$ cat src/rtl/axi_xbar_cfg_ctrl_pkg.sv
// rtl/axi_xbar_cfg_ctrl_pkg.sv - shared types and width helpers for the crossbar config controller
package axi_xbar_cfg_ctrl_pkg;

  typedef enum logic [2:0] {
    IDLE,
    CLOSE,
    DRAIN,
    COMMIT,
    REOPEN
  } state_e;

  typedef struct packed {
    logic [31:0] idx;
    logic [63:0] start_addr;
    logic [63:0] end_addr;
  } xbar_rule_64_t;

  function automatic int unsigned idx_width(input int unsigned n);
    return (n > 1) ? unsigned'($clog2(n)) : 1;
  endfunction

  function automatic int unsigned cnt_width(input int unsigned max_trans);
    return unsigned'($clog2(max_trans + 1));
  endfunction

endpackage

$ cat src/rtl/axi_xbar_cfg_ctrl_gate.sv
// rtl/axi_xbar_cfg_ctrl_gate.sv - axi_ax_gate: one valid/ready gate that closes only between beats
module axi_ax_gate (
  input  logic clk,
  input  logic rst,
  input  logic close_req,
  input  logic up_valid,
  input  logic xb_ready,
  output logic up_ready,
  output logic xb_valid,
  output logic closed
);

  logic closed_q;
  logic pending;

  assign xb_valid = up_valid & ~closed_q;
  assign up_ready = xb_ready & ~closed_q;
  assign pending  = xb_valid & ~xb_ready;
  // Reports "closed by the coming edge" so the controller need not wait an extra cycle.
  assign closed   = close_req & ~pending;

  always_ff @(posedge clk or posedge rst) begin
    if (rst) begin
      closed_q <= 1'b0;
    end else if (!close_req) begin
      closed_q <= 1'b0;
    end else if (!pending) begin
      closed_q <= 1'b1;
    end
  end

endmodule

$ cat src/rtl/axi_xbar_cfg_ctrl.sv
// rtl/axi_xbar_cfg_ctrl.sv - quiesce AW/AR, then atomically commit a new crossbar map (option: AXI_XBAR_CFG_CTRL_DRAIN_EN)
module axi_xbar_cfg_ctrl
  import axi_xbar_cfg_ctrl_pkg::*;
#(
  parameter int unsigned NoSlvPorts  = 2,
  parameter int unsigned NoMstPorts  = 4,
  parameter int unsigned NoAddrRules = 4,
  parameter type         rule_t      = xbar_rule_64_t,
  parameter int unsigned MaxTrans    = 8,
  localparam int unsigned MstIdxW    = idx_width(NoMstPorts),
  localparam int unsigned CntW       = cnt_width(MaxTrans)
) (
  input  logic                                  clk_i,
  input  logic                                  rst_i,
  input  logic                                  cfg_valid_i,
  output logic                                  cfg_ready_o,
  input  rule_t [NoAddrRules-1:0]               cfg_addr_map_i,
  input  logic  [NoSlvPorts-1:0]                cfg_en_default_i,
  input  logic  [NoSlvPorts-1:0][MstIdxW-1:0]   cfg_default_idx_i,
  output logic                                  cfg_done_o,
  output logic                                  busy_o,
  input  logic  [NoSlvPorts-1:0]                up_aw_valid_i,
  input  logic  [NoSlvPorts-1:0]                up_ar_valid_i,
  output logic  [NoSlvPorts-1:0]                up_aw_ready_o,
  output logic  [NoSlvPorts-1:0]                up_ar_ready_o,
  output logic  [NoSlvPorts-1:0]                xb_aw_valid_o,
  output logic  [NoSlvPorts-1:0]                xb_ar_valid_o,
  input  logic  [NoSlvPorts-1:0]                xb_aw_ready_i,
  input  logic  [NoSlvPorts-1:0]                xb_ar_ready_i,
  input  logic  [NoSlvPorts-1:0]                xb_b_hs_i,
  input  logic  [NoSlvPorts-1:0]                xb_rlast_hs_i,
  output rule_t [NoAddrRules-1:0]               addr_map_o,
  output logic  [NoSlvPorts-1:0]                en_default_mst_port_o,
  output logic  [NoSlvPorts-1:0][MstIdxW-1:0]   default_mst_port_o
);

  state_e                              state_q, state_d;
  rule_t [NoAddrRules-1:0]             map_shadow_q;
  logic  [NoSlvPorts-1:0]              en_shadow_q;
  logic  [NoSlvPorts-1:0][MstIdxW-1:0] idx_shadow_q;
  logic  [2*NoSlvPorts-1:0]            closed;
  logic                                close_req;
  logic                                drained;

`ifdef AXI_XBAR_CFG_CTRL_DRAIN_EN
  localparam bit DrainEn = 1'b1;
  logic [NoSlvPorts-1:0][CntW-1:0] aw_cnt_q, ar_cnt_q;
  logic [NoSlvPorts-1:0]           aw_hs, ar_hs;

  assign aw_hs   = xb_aw_valid_o & xb_aw_ready_i;
  assign ar_hs   = xb_ar_valid_o & xb_ar_ready_i;
  assign drained = (aw_cnt_q == '0) && (ar_cnt_q == '0);

  always_ff @(posedge clk_i or posedge rst_i) begin
    if (rst_i) begin
      aw_cnt_q <= '0;
      ar_cnt_q <= '0;
    end else begin
      for (int p = 0; p < NoSlvPorts; p++) begin
        if (aw_hs[p] && !xb_b_hs_i[p])          aw_cnt_q[p] <= aw_cnt_q[p] + 1'b1;
        else if (!aw_hs[p] && xb_b_hs_i[p])     aw_cnt_q[p] <= aw_cnt_q[p] - 1'b1;
        if (ar_hs[p] && !xb_rlast_hs_i[p])      ar_cnt_q[p] <= ar_cnt_q[p] + 1'b1;
        else if (!ar_hs[p] && xb_rlast_hs_i[p]) ar_cnt_q[p] <= ar_cnt_q[p] - 1'b1;
      end
    end
  end

`ifndef SYNTHESIS
  always @(posedge clk_i) begin
    if (!rst_i) begin
      for (int p = 0; p < NoSlvPorts; p++) begin
        assert (!(aw_hs[p] && !xb_b_hs_i[p] && aw_cnt_q[p] == CntW'(MaxTrans)));
        assert (!(!aw_hs[p] && xb_b_hs_i[p] && aw_cnt_q[p] == '0));
        assert (!(ar_hs[p] && !xb_rlast_hs_i[p] && ar_cnt_q[p] == CntW'(MaxTrans)));
        assert (!(!ar_hs[p] && xb_rlast_hs_i[p] && ar_cnt_q[p] == '0));
      end
    end
  end
`endif
`else
  localparam bit DrainEn = 1'b0;
  logic            unused_hs;
  logic [CntW-1:0] unused_cnt;
  assign drained    = 1'b1;
  assign unused_hs  = ^{xb_b_hs_i, xb_rlast_hs_i};
  assign unused_cnt = '0;
`endif

  always_ff @(posedge clk_i or posedge rst_i) begin
    if (rst_i) state_q <= IDLE;
    else       state_q <= state_d;
  end

  always_comb begin
    state_d = state_q;
    unique case (state_q)
      IDLE:    if (cfg_valid_i) state_d = CLOSE;
      CLOSE:   if (&closed)     state_d = DrainEn ? DRAIN : COMMIT;
      DRAIN:   if (drained)     state_d = COMMIT;
      COMMIT:  state_d = REOPEN;
      REOPEN:  state_d = IDLE;
      default: state_d = IDLE;
    endcase
  end

  always_comb begin
    cfg_ready_o = (state_q == IDLE);
    cfg_done_o  = (state_q == COMMIT);
    busy_o      = (state_q != IDLE);
    close_req   = (state_q == CLOSE) || (state_q == DRAIN) || (state_q == COMMIT);
  end

  always_ff @(posedge clk_i or posedge rst_i) begin
    if (rst_i) begin
      map_shadow_q <= '0;
      en_shadow_q  <= '0;
      idx_shadow_q <= '0;
    end else if (cfg_valid_i && state_q == IDLE) begin
      map_shadow_q <= cfg_addr_map_i;
      en_shadow_q  <= cfg_en_default_i;
      idx_shadow_q <= cfg_default_idx_i;
    end
  end

  // Active map only moves on the COMMIT edge, while every gate is closed.
  always_ff @(posedge clk_i or posedge rst_i) begin
    if (rst_i) begin
      addr_map_o            <= '0;
      en_default_mst_port_o <= '0;
      default_mst_port_o    <= '0;
    end else if (state_q == COMMIT) begin
      addr_map_o            <= map_shadow_q;
      en_default_mst_port_o <= en_shadow_q;
      default_mst_port_o    <= idx_shadow_q;
    end
  end

  for (genvar p = 0; p < NoSlvPorts; p++) begin : g_port
    axi_ax_gate i_aw_gate (
      .clk       (clk_i),
      .rst       (rst_i),
      .close_req (close_req),
      .up_valid  (up_aw_valid_i[p]),
      .xb_ready  (xb_aw_ready_i[p]),
      .up_ready  (up_aw_ready_o[p]),
      .xb_valid  (xb_aw_valid_o[p]),
      .closed    (closed[2*p])
    );
    axi_ax_gate i_ar_gate (
      .clk       (clk_i),
      .rst       (rst_i),
      .close_req (close_req),
      .up_valid  (up_ar_valid_i[p]),
      .xb_ready  (xb_ar_ready_i[p]),
      .up_ready  (up_ar_ready_o[p]),
      .xb_valid  (xb_ar_valid_o[p]),
      .closed    (closed[2*p+1])
    );
  end

endmodule

$ cat config.mk
export PLATFORM = sky130hd
export DESIGN_NAME = axi_xbar_cfg_ctrl
export DESIGN_NICKNAME = d
export VERILOG_FILES = /design/src/rtl/axi_xbar_cfg_ctrl_pkg.sv /design/src/rtl/axi_xbar_cfg_ctrl_gate.sv /design/src/rtl/axi_xbar_cfg_ctrl.sv
export SDC_FILE = /design/constraint.sdc
export NUM_CORES = 2
export LEC_CHECK = 0
export BUFFER_PORTS_ARGS = -buffer_cell sky130_fd_sc_hd__buf_2
export CORE_AREA = 3 3 519 521
export DETAILED_ROUTE_END_ITERATION = 16
export DIE_AREA = 0 0 522 524
export PLACE_DENSITY = 0.48
export SETUP_SLACK_MARGIN = 0.05
export SYNTH_ARGS = -nofsm -noshare
export SYNTH_HDL_FRONTEND = slang
export SYNTH_SLANG_ARGS = --single-unit
export TNS_END_PERCENT = 1
$ cat constraint.sdc
create_clock -name clk_i -period 56.8 [get_ports clk_i]
set_input_delay 5.68 -clock clk_i [delete_from_list [all_inputs] [get_ports clk_i]]
set_output_delay 5.68 -clock clk_i [all_outputs]
set_load 0.005 [all_outputs]
==> metrics.txt <==
total grt overflow=0; Post-Route WL=169000 um; CORE AREA=265000 sq um; Req. time, crit path=51.12 ns; vias=29100; Pleak=30.9 nW; Worst Path Max Fanout=2; total global-route track usage=11.8%; Vias per Instance=3.73; combinational share of power=34.8%; hold_buf cts=0; Cell Pwr Density=62.7 nW/um^2; die width=522 um; worst hold start=map_shadow_q[390]$_DFFE_PP0P_; IO Port Bufs=1313; Arr. time, crit path=6.05 ns; most frequent cells in the layout=buf_2, dfrtp_1, mux2_2, mux2_4, clkbuf_16; Hold Crit Class=flop to flop; Worst Slack Setup Final=45.07 ns; critical path class=input pin to primary output; first-iteration detailed-routing DRC count=1201; sw power=1.26 mW; die area=274000 sq um; Non-Filler Instances=7802; peak supply drop=0.0000300 V; hold endpoint=addr_map_o[390]$_DFFE_PP0N_; CTS tree=done; Slew Limit Fails=0; post-synthesis sequential area ratio=63.3%; commonest non-fill, non-tap cell in the layout=buf_2; Multi-input gate area=17000 sq um; clk slew on worst S/H paths=0.06 ns; layout cells sized above 1=66.7%; Syn Area/Cell=18.5 sq um; startpoint types=input pin; post-CTS setup buffers=0; PostCTS Resize Cnt=0; DRC=0; slew margin rel.=30.1%; Post-Place Cells=7513; Area Growth Syn to Fin=28.9%; Gate Count Post-Synth=2774; fmax=0.0853 GHz; sw frac=30.4%; Final Setup Violations=0; Die Y=524 um; Tightest Pin Transition=1.05 ns; Fin. Hold Viols=0; RSZ-0062 raised after global routing=false; Unique masters post-synth=25; Final HPWL DP=129000 um; synthesized net count=3435; Max clock buf depth=4; sequential power share=40.5%; setup slack at placement=45.08 ns; clk_skew=0.0438 ns; Cell Rows=189; Syn Std Cell Area=51300 sq um; Antenna Violating Nets Remaining=0; final net count=4798; clock sink count=1299; H-tree levels=4; reg2reg setup slack=50.69 ns; min Tclk post-route=11.73 ns; worst hold stages=1; CTS Buf Count=155; max cap viols=0; Yosys reg bits=1299; Reg area=32500 sq um; Clock power frac=24.7%; wire length per cell=21.6 um; vias in the first global route=31400; Final Power=4.15 mW; CP Capture Type=primary output; Synthesis Warnings=0; I/O pin cnt=1318; status=completed; drt pass-1 iters=4; FILL cells=27600; Setup TNS=0 ns; Worst R2R Start=state_q[2]$_DFFE_PP0P_; largest net degree at the start of global routing=152; initial core utilization=19.4%; global placement routability congestion=0.824; internal power=2.89 mW; clk_lat worst skew=0.80 ns; initial antenna violation count=103; first-pass GRT wire length=238000 um; worst reg2reg path endpoint=map_shadow_q[441]$_DFFE_PP0P_; period utilization=20.6%; clock root buffer=clkbuf_16; worst reg2reg path depth=9
==> synth_stat cells, drive strengths merged <==
cell type	number	share of area (%)
nor4b	1	0.017
buf	145	3.5
nor2	5	0.037
dfrtp	1299	63
inv	4	0.029
mux2	1292	33
a22o	1	0.017
o21bai	1	0.015
nor3	2	0.020
nor3b	4	0.059
clkbuf	7	0.051
and2	1	0.017
or3	1	0.022
nand2	1	0.0073
a211oi	1	0.015
or2	1	0.012
nor2b	8	0.098
==> power by group through the flow <==
stage | clock network, mW | logic [mW] | registers, mW
2_1_floorplan | 0 | 0.964 | 1.65
3_3_place_gp | 0 | 1.46 | 1.67
3_5_place_dp | 0 | 1.47 | 1.69
4_1_cts | 1.07 | 1.48 | 1.68
5_1_grt | 1.10 | 1.55 | 1.74
6_report | 1.03 | 1.44 | 1.68
==> how the worst max path moves through the flow <==
stage                                      to             start  cells past startpoint  slack [ns]
global route                 up_ar_ready_o[0]  xb_ar_ready_i[0]                      3       45.05
CTS                          up_ar_ready_o[0]  xb_ar_ready_i[0]                      3       45.08
floorplan           addr_map_o[0]$_DFFE_PP0N_             rst_i                      1       14.51
finish                       up_ar_ready_o[0]  xb_ar_ready_i[0]                      3       45.07
detailed placement           up_ar_ready_o[0]  xb_ar_ready_i[0]                      3       45.08
global placement             up_ar_ready_o[0]  xb_ar_ready_i[0]                      3       45.09
==> worst max-delay path, cell delays in order <==
cell and delay, ns:
buf_2 0.10, nor2b_1 0.14, buf_2 0.13
==> layout make-up <==
| class | count | area share, % |
|---|---|---|
| repair buffers | 1358 | 10.5 |
| clock buffers | 230 | 6.99 |
| flip-flops and latches | 1299 | 49.1 |
| inverters | 4 | 0.0340 |
| clock inverters | 42 | 0.934 |
| diodes | 17 | 0.0643 |
| multi-input cells | 1319 | 25.7 |
| well taps | 3533 | 6.68 |
==> cell families after synthesis <==
| family | after synthesis | share of synthesized area, % |
|---|---|---|
| simple gates | 24 | 0.288 |
| buf+inv | 156 | 3.58 |
| mux | 1292 | 32.7 |
| flops | 1299 | 63.3 |
| compound gates | 3 | 0.0463 |
==> per-stage QoR <==
stage               hold WS (ns)  utilization [%]  cell area, sq um
floorplan                  0.454                -             51300
global placement           0.465             23.0             60900
detailed placement         0.474             23.0             60900
CTS                        0.483             24.9             66100
global route               0.492             24.9             66100
finish                     0.478             25.0             66200
==> registers in the layout, indices dropped and copies added, names as in the netlist <==
signal / count
addr_map_o: 640
en_default_mst_port_o: 2
g_port.i_aw_gate.closed_q: 2
g_port.i_ar_gate.closed_q: 2
idx_shadow_q: 4
map_shadow_q: 640
default_mst_port_o: 4
state_q: 3
en_shadow_q: 2
==> layer usage <==
| metal | up-vias | global-route usage (%) | share of wire, % |
|---|---|---|---|
| met4 | 102 | 3.65 | 3.1 |
| met2 | 1164 | 18.1 | 44 |
| met1 | 14900 | 14.8 | 42 |
| li1 | 12600 | - | - |
| met3 | 342 | 5.41 | 11 |
| met5 | - | 0 | 0.39 |
Note: power is estimated with default switching activity, not from simulation.
